### src/rtl/tuss_spi_responder_if.sv
// SPI bus between the configuration master and the TUSS register responder.
interface tuss_spi_responder_if;
  logic sclk;
  logic nss;
  logic mosi;
  logic miso;
  logic miso_oe;

  modport master (
    output sclk,
    output nss,
    output mosi,
    input  miso,
    input  miso_oe
  );

  modport slave (
    input  sclk,
    input  nss,
    input  mosi,
    output miso,
    output miso_oe
  );
endinterface

### src/rtl/tuss_spi_responder.sv
// TUSS front-end register responder: oversamples the SPI bus in the gclk
// domain, decodes 16-bit frames {rw, addr[5:0], parity, data[7:0]} into a
// small register bank and returns {STAT, RDATA} on miso.
module tuss_spi_responder #(
  parameter int         SYNC_STAGES = 2,
  parameter logic [5:0] BASE_ADDR   = 6'h10,
  parameter int         NUM_REGS    = 12
) (
  input  logic                 gclk,
  input  logic                 rstn,
  tuss_spi_responder_if.slave  spi,
  output logic                 reg_wr,
  output logic [5:0]           reg_wr_addr,
  output logic [7:0]           reg_wr_data,
  output logic                 frame_done,
  output logic                 frame_err,
  output logic                 abort_err,
  output logic [4:0]           pulse_num,
  output logic [1:0]           io_mode,
  output logic [3:0]           vdrv_sel
);

  localparam int IDX_W      = (NUM_REGS > 1) ? $clog2(NUM_REGS) : 1;
  localparam int SETTLE_MAX = SYNC_STAGES + 1;
  localparam int SETTLE_W   = $clog2(SETTLE_MAX + 1);

  localparam logic [IDX_W-1:0] IDX_IO_MODE = IDX_W'(6'h14 - BASE_ADDR);
  localparam logic [IDX_W-1:0] IDX_VDRV    = IDX_W'(6'h16 - BASE_ADDR);
  localparam logic [IDX_W-1:0] IDX_PULSE   = IDX_W'(6'h1A - BASE_ADDR);

  // Address lies inside the implemented register window.
  function automatic logic in_range(input logic [5:0] addr);
    return ({1'b0, addr} >= {1'b0, BASE_ADDR}) &&
           ({1'b0, addr} < ({1'b0, BASE_ADDR} + 7'(NUM_REGS)));
  endfunction

  // Frame parity is odd over all sixteen bits.
  function automatic logic parity_ok(input logic [15:0] word);
    return ^word;
  endfunction

  logic [SYNC_STAGES-1:0] sclk_sync;
  logic [SYNC_STAGES-1:0] nss_sync;
  logic [SYNC_STAGES-1:0] mosi_sync;
  logic                   sclk_p1;
  logic                   nss_p1;
  logic                   sclk_p0;
  logic                   nss_p0;
  logic                   mosi_p0;

  logic                   sclk_rise;
  logic                   sclk_fall;
  logic                   nss_rise;
  logic                   nss_fall;

  logic [SETTLE_W-1:0]    settle;
  logic                   armed;
  logic                   active;
  logic [4:0]             bit_cnt;
  logic [3:0]             rise_cnt;
  logic [14:0]            shreg;
  logic [14:0]            tx_word;
  logic                   miso_q;
  logic                   prev_par;
  logic                   prev_addr;
  logic                   prev_abort;
  logic [7:0]             regs [NUM_REGS];

  logic [15:0]            shift_next;
  logic [5:0]             look_addr;
  logic [IDX_W-1:0]       look_idx;
  logic [7:0]             rdata_lookup;
  logic [5:0]             end_addr;
  logic [IDX_W-1:0]       end_idx;
  logic                   end_par_ok;
  logic                   end_addr_ok;
  logic [7:0]             stat_now;

  assign sclk_p0 = sclk_sync[SYNC_STAGES-1];
  assign nss_p0  = nss_sync[SYNC_STAGES-1];
  assign mosi_p0 = mosi_sync[SYNC_STAGES-1];

  assign sclk_rise = sclk_p0 & ~sclk_p1;
  assign sclk_fall = ~sclk_p0 & sclk_p1;
  assign nss_rise  = nss_p0 & ~nss_p1;
  assign nss_fall  = ~nss_p0 & nss_p1;

  assign shift_next   = {shreg, mosi_p0};
  assign look_addr    = {shreg[4:0], mosi_p0};
  assign look_idx     = IDX_W'(look_addr - BASE_ADDR);
  assign rdata_lookup = (shreg[5] && in_range(look_addr)) ? regs[look_idx] : 8'h00;
  assign end_addr     = shift_next[14:9];
  assign end_idx      = IDX_W'(end_addr - BASE_ADDR);
  assign end_par_ok   = parity_ok(shift_next);
  assign end_addr_ok  = in_range(end_addr);
  assign stat_now     = {prev_par, prev_addr, prev_abort, 5'b0};

  assign spi.miso    = miso_q & ~nss_p0;
  assign spi.miso_oe = ~nss_p0;

  assign pulse_num = regs[IDX_PULSE][4:0];
  assign io_mode   = regs[IDX_IO_MODE][1:0];
  assign vdrv_sel  = regs[IDX_VDRV][3:0];

  // Input synchronizers plus one delayed copy for edge detection (sync -> p0 -> p1).
  always_ff @(posedge gclk) begin
    if (!rstn) begin
      sclk_sync <= '0;
      nss_sync  <= '1;
      mosi_sync <= '0;
      sclk_p1   <= 1'b0;
      nss_p1    <= 1'b1;
    end else begin
      sclk_sync <= {sclk_sync[SYNC_STAGES-2:0], spi.sclk};
      nss_sync  <= {nss_sync[SYNC_STAGES-2:0], spi.nss};
      mosi_sync <= {mosi_sync[SYNC_STAGES-2:0], spi.mosi};
      sclk_p1   <= sclk_p0;
      nss_p1    <= nss_p0;
    end
  end

  // Arm only after the synchronizers have flushed their reset preset and nss
  // is genuinely high, so a select held low across reset is ignored.
  always_ff @(posedge gclk) begin
    if (!rstn) begin
      settle <= '0;
      armed  <= 1'b0;
    end else begin
      if (settle != SETTLE_W'(SETTLE_MAX))
        settle <= settle + 1'b1;
      if ((settle == SETTLE_W'(SETTLE_MAX)) && nss_p0 && nss_p1)
        armed <= 1'b1;
    end
  end

  // Frame engine: shift on sclk fall, drive miso on sclk rise, commit on bit 16.
  always_ff @(posedge gclk) begin
    if (!rstn) begin
      active      <= 1'b0;
      bit_cnt     <= '0;
      rise_cnt    <= '0;
      shreg       <= '0;
      tx_word     <= '0;
      miso_q      <= 1'b0;
      prev_par    <= 1'b0;
      prev_addr   <= 1'b0;
      prev_abort  <= 1'b0;
      reg_wr      <= 1'b0;
      reg_wr_addr <= '0;
      reg_wr_data <= '0;
      frame_done  <= 1'b0;
      frame_err   <= 1'b0;
      abort_err   <= 1'b0;
      for (int i = 0; i < NUM_REGS; i++) regs[i] <= 8'h00;
    end else begin
      reg_wr     <= 1'b0;
      frame_done <= 1'b0;
      frame_err  <= 1'b0;
      abort_err  <= 1'b0;
      if (nss_fall) begin
        if (armed) begin
          active   <= 1'b1;
          bit_cnt  <= '0;
          rise_cnt <= '0;
          tx_word  <= {stat_now[6:0], 8'h00};
          miso_q   <= stat_now[7];
        end
      end else if (nss_rise) begin
        if (active && (bit_cnt != 5'd0) && (bit_cnt != 5'd16)) begin
          abort_err  <= 1'b1;
          prev_par   <= 1'b0;
          prev_addr  <= 1'b0;
          prev_abort <= 1'b1;
        end
        active   <= 1'b0;
        bit_cnt  <= '0;
        rise_cnt <= '0;
        miso_q   <= 1'b0;
      end else if (active && !nss_p0) begin
        if (sclk_fall && (bit_cnt != 5'd16)) begin
          shreg   <= shift_next[14:0];
          bit_cnt <= bit_cnt + 5'd1;
          if (bit_cnt == 5'd6)
            tx_word[7:0] <= rdata_lookup;
          if (bit_cnt == 5'd15) begin
            frame_done <= 1'b1;
            frame_err  <= !(end_par_ok && end_addr_ok);
            prev_par   <= !end_par_ok;
            prev_addr  <= !end_addr_ok;
            prev_abort <= 1'b0;
            if (!shift_next[15] && end_par_ok && end_addr_ok) begin
              reg_wr         <= 1'b1;
              reg_wr_addr    <= end_addr;
              reg_wr_data    <= shift_next[7:0];
              regs[end_idx]  <= shift_next[7:0];
            end
          end
        end
        if (sclk_rise && (rise_cnt != 4'd15)) begin
          rise_cnt <= rise_cnt + 4'd1;
          miso_q   <= tx_word[4'd14 - rise_cnt];
        end
      end
    end
  end

endmodule

### src/flat_wrapper.sv
// flat-port wrapper written by rule: the top's interface ports become plain ports
module tuss_spi_responder_flat 
#(
  parameter int         SYNC_STAGES = 2,
  parameter logic [5:0] BASE_ADDR   = 6'h10,
  parameter int         NUM_REGS    = 12
)
  (gclk, rstn, reg_wr, reg_wr_addr, reg_wr_data, frame_done, frame_err, abort_err, pulse_num, io_mode, vdrv_sel, spi_sclk, spi_nss, spi_mosi, spi_miso, spi_miso_oe);
  tuss_spi_responder_if spi_i ();
  input  logic gclk;
  input  logic rstn;
  output logic reg_wr;
  output logic [5:0] reg_wr_addr;
  output logic [7:0] reg_wr_data;
  output logic frame_done;
  output logic frame_err;
  output logic abort_err;
  output logic [4:0] pulse_num;
  output logic [1:0] io_mode;
  output logic [3:0] vdrv_sel;
  input wire logic [$bits(spi_i.sclk)-1:0] spi_sclk;
  input wire logic [$bits(spi_i.nss)-1:0] spi_nss;
  input wire logic [$bits(spi_i.mosi)-1:0] spi_mosi;
  output wire logic [$bits(spi_i.miso)-1:0] spi_miso;
  output wire logic [$bits(spi_i.miso_oe)-1:0] spi_miso_oe;
  assign spi_i.sclk = spi_sclk;
  assign spi_i.nss = spi_nss;
  assign spi_i.mosi = spi_mosi;
  assign spi_miso = spi_i.miso;
  assign spi_miso_oe = spi_i.miso_oe;
  tuss_spi_responder #(.SYNC_STAGES(SYNC_STAGES), .BASE_ADDR(BASE_ADDR), .NUM_REGS(NUM_REGS)) u_core (.gclk(gclk), .rstn(rstn), .spi(spi_i), .reg_wr(reg_wr), .reg_wr_addr(reg_wr_addr), .reg_wr_data(reg_wr_data), .frame_done(frame_done), .frame_err(frame_err), .abort_err(abort_err), .pulse_num(pulse_num), .io_mode(io_mode), .vdrv_sel(vdrv_sel));
endmodule
### config.mk
export PLATFORM = sky130hd
export DESIGN_NAME = tuss_spi_responder_flat
export DESIGN_NICKNAME = d
export VERILOG_FILES = /design/src/rtl/tuss_spi_responder_if.sv /design/src/rtl/tuss_spi_responder.sv /design/src/flat_wrapper.sv
export SDC_FILE = /design/constraint.sdc
export NUM_CORES = 1
export LEC_CHECK = 0
export ABC_AREA = 1
export CAP_MARGIN = 0
export CORE_UTILIZATION = 45
export DETAILED_ROUTE_END_ITERATION = 8
export GPL_TIMING_DRIVEN = 0
export SLEW_MARGIN = 20
export SYNTH_ARGS = -nofsm -noshare
export SYNTH_HDL_FRONTEND = slang
export SYNTH_SLANG_ARGS = --single-unit
### constraint.sdc
create_clock -name gclk -period 2.9 [get_ports gclk]
set_clock_uncertainty 0.2 [all_clocks]
set_input_delay 0.58 -clock gclk [delete_from_list [all_inputs] [get_ports gclk]]
set_output_delay 0.58 -clock gclk [all_outputs]
set_load 0.02 [all_outputs]
==> flow_metrics.py <==
metrics = {
    "status": {
        "status": "completed",
    },
    "floorplanning": {
        "die_h_um": 143,
        "die_w_um": 143,
        "fp.dieArea_um2": 20500,
        "ioPinCount": 36,
        "initial_utilization_pct": 46.0,
        "rows": 51,
        "coreArea_um2": 19500,
    },
    "final_layout": {
        "fin_cells": 1383,
        "synthToLayoutAreaGrowth_pct": 21.2,
        "post-route-util_pct": 55.8,
        "nets": 1121,
        "antenna_cells": 0,
        "n_fill_cell": 1803,
        "drive_gt1_share_pct": 12.4,
    },
    "critical_path": {
        "worst_r2r_path_depth": 18,
        "critPathLaunch": "u_core.shreg[4]",
        "critPathRequiredTime_ps": 2840,
        "crit_arrival_ps": 2740,
        "timing.rr.end": "u_core.regs[7][5]",
        "reg2reg_slack_ps": 100,
        "cp-end-kind": "flip-flop",
        "critPathMaxFanout": 8,
        "regToRegStartpoint": "u_core.shreg[4]",
        "start_kind": "flip-flop",
        "crit_type": "flip-flop to flip-flop",
    },
    "synthesis": {
        "syn_avg_cell_area_um2": 9.06,
        "ys_seq_area_share_pct": 57.9,
        "yosysTopAreaCell": "edfxtp_1",
        "ys.warnings.count": 0,
        "syn_area_um2": 8980,
        "synth_top_area_share_pct": 42.8,
        "synth_area_leaders": "edfxtp_1 (43%), dfxtp_1 (15%), nand2_1 (11%)",
        "synthArstFlopShare_pct": 0,
        "synth-edff-count": 128,
        "ys_dominant_reg_cell": "edfxtp_1",
        "yosysMostFrequentCell": "nand2_1",
        "synth_seq_cells": 196,
        "ys_types": 37,
        "netlist_instances": 992,
        "synth_common_cells": "nand2_1 (252), nor2_1 (141), edfxtp_1 (128)",
    },
    "pwr": {
        "power_density_nw_per_um2": 535,
        "power_leakage_uw": 0.00439,
        "ir_drop_mv": 0.357,
        "finalPower_uw": 5830,
    },
    "grt": {
        "grt_pass1_wl_um": 36900,
        "antenna_found_initial": 0,
        "track_usage_pct": 24.8,
        "grt_max_degree": 21,
        "first_global_vias": 6670,
        "grt-ovfl-total": 0,
    },
    "timing": {
        "fmax_mhz": 358,
        "worst_pin_slew_ps": 870,
        "finalSetupViolations": 0,
        "fin_setup_tns_ps": 0,
        "period_share_pct": 96.4,
        "slew_headroom_pct": 42.0,
        "hold_viol_final": 0,
        "slew_viol_final": 0,
        "min_period_ps": 2800,
    },
    "run": {
        "maxCapViolCount": 0,
    },
    "route": {
        "vias_per_cell": 5.20,
        "wl_um": 24400,
        "dr.pass1.iters": 6,
        "wl_per_cell_um": 17.6,
        "drcViolationCount": 0,
        "antenna_left": 0,
        "vias": 7197,
        "drt_iter0_drc": 603,
    },
    "clocking": {
        "holdBufCountCts": 0,
        "clkLatencyLatePin_ps": 450,
        "cts-root-buf": "clkbuf_16",
        "cts_tree": "yes",
        "cts_inserted_buffers": 17,
        "cts_max_level": 4,
        "clock_sinks": 196,
        "clk_pin_slew_ps": 80,
        "clk_path_buf_depth": 2,
    },
    "placement": {
        "place_hpwl_um": 16600,
        "port_buffers": 35,
        "gp_congestion": 0.891,
        "dpl.cell_count": 1323,
    },
    "worst_hold_path": {
        "min_path_type": "flip-flop to flip-flop",
        "min_to": "u_core.sclk_sync[1]",
        "hold_start": "u_core.sclk_sync[0]",
        "hold_path_depth": 2,
    },
}
-- routing by layer --
layer | GRT usage (%) | vias to the layer above | share of wire (%)
met2 | 38.6 | 252 | 46
met4 | 10.2 | 0 | 2.4
li1 | - | 3507 | -
met5 | 0 | - | 0
met1 | 33.9 | 3397 | 45
met3 | 5.00 | 41 | 6.9
-- flip-flops by register name, indices dropped and copies added (netlist names), 2 cells and up --
| register | flops |
|---|---|
| u_core.regs | 128 |
| u_core.shreg | 15 |
| u_core.sclk_sync | 2 |
| u_core.settle | 2 |
| u_core.reg_wr_addr | 6 |
| u_core.rise_cnt | 4 |
| u_core.nss_sync | 2 |
| u_core.reg_wr_data | 8 |
| u_core.mosi_sync | 2 |
| u_core.bit_cnt | 5 |
| u_core.tx_word | 10 |
-- metrics by stage --
step	worst slack, ps	hold WS [ps]	instance area [µm²]
finish	104	214	10900
global route	-25.8	240	10900
CTS	12.9	218	10800
detailed placement	-924	202	9790
global placement	-916	195	9790
floorplan	-1.29	190	9110
-- repair_timing --
action,CTS,global route
resized for setup,45,22
gates cloned,0,0
setup endpoints to repair,206,180
buffers inserted,19,10
pin swaps,7,11
-- worst max path at each step --
stage                                    to  depth (start not counted)
after detailed placement  u_core.regs[4][3]                         16
final                     u_core.regs[7][5]                         18
after global routing      u_core.regs[7][5]                         18
after global placement    u_core.regs[4][5]                         16
after floorplan           u_core.regs[1][0]                         17
after CTS                 u_core.regs[7][5]                         18
-- cells in the final DEF (no fill, tap or decap), types with 3 or more instances in the layout --
cell type / count
nand3_1: 75
buf_1: 3
ha_1: 10
nand4_1: 5
clkbuf_16: 18
nand2_4: 9
conb_1: 32
inv_6: 9
clkbuf_1: 36
o21ai_0: 25
dfxtp_1: 64
clkbuf_2: 3
a211oi_1: 8
nand2_1: 237
clkdlybuf4s50_1: 35
nor2_1: 137
inv_8: 4
buf_4: 38
nand4_4: 12
inv_2: 4
buf_12: 3
a21oi_1: 79
nor2_2: 11
nand2_8: 4
nor3_1: 3
a22oi_1: 21
edfxtp_1: 128
nand2_2: 4
inv_1: 71
-- worst max-delay path, stage by stage (launching register included) --
cell       delay (ps)
dfxtp_4           370
inv_6              50
clkbuf_16         140
ha_4              260
inv_1              50
nand2_2            60
nand2_1            50
nand2_1            60
nand2_2            80
inv_2              60
nand2_1            50
nand2_1            90
nand2_1            70
nand2_2            90
nand2_4            80
nor2_8            160
buf_8             170
nand4_4           200
nand2_8           190
-- kinds of logic (layout without fill, tap and decap cells) --
| logic type | after synthesis | count (layout) | synth area share, % |
|---|---|---|---|
| AND/OR/NAND/NOR | 506 | 506 | 25.1 |
| AO/OA/AOI/OAI | 137 | 137 | 8.62 |
| flip-flops | 196 | 196 | 57.9 |
| buffers and inverters | 139 | 234 | 6.61 |
| adder cells (fa/ha/maj) | 11 | 11 | 1.53 |
| XOR/XNOR | 2 | 2 | 0.195 |
| other | 1 | 32 | 0.0417 |
-- cell type report --
cell class | instances | area (µm²) | area share, %
buffer | 60 | 328 | 3.01
clock buffer | 17 | 425 | 3.91
clock inverter | 15 | 170 | 1.56
inverter | 78 | 302 | 2.77
multi-input combinational | 688 | 3510 | 32.3
sequential | 196 | 5220 | 47.9
tap | 265 | 332 | 3.04
timing repair buffer | 64 | 606 | 5.56
-- power breakdown --
| group | internal (µW) | switching (µW) | leakage (µW) |
|---|---|---|---|
| clock network | 1240 | 1190 | 0.000295 |
| logic | 98.9 | 206 | 0.00230 |
| registers | 3060 | 37.9 | 0.00179 |
| total | 4400 | 1430 | 0.00439 |
No activity file was read; power rests on OpenSTA's default activity.
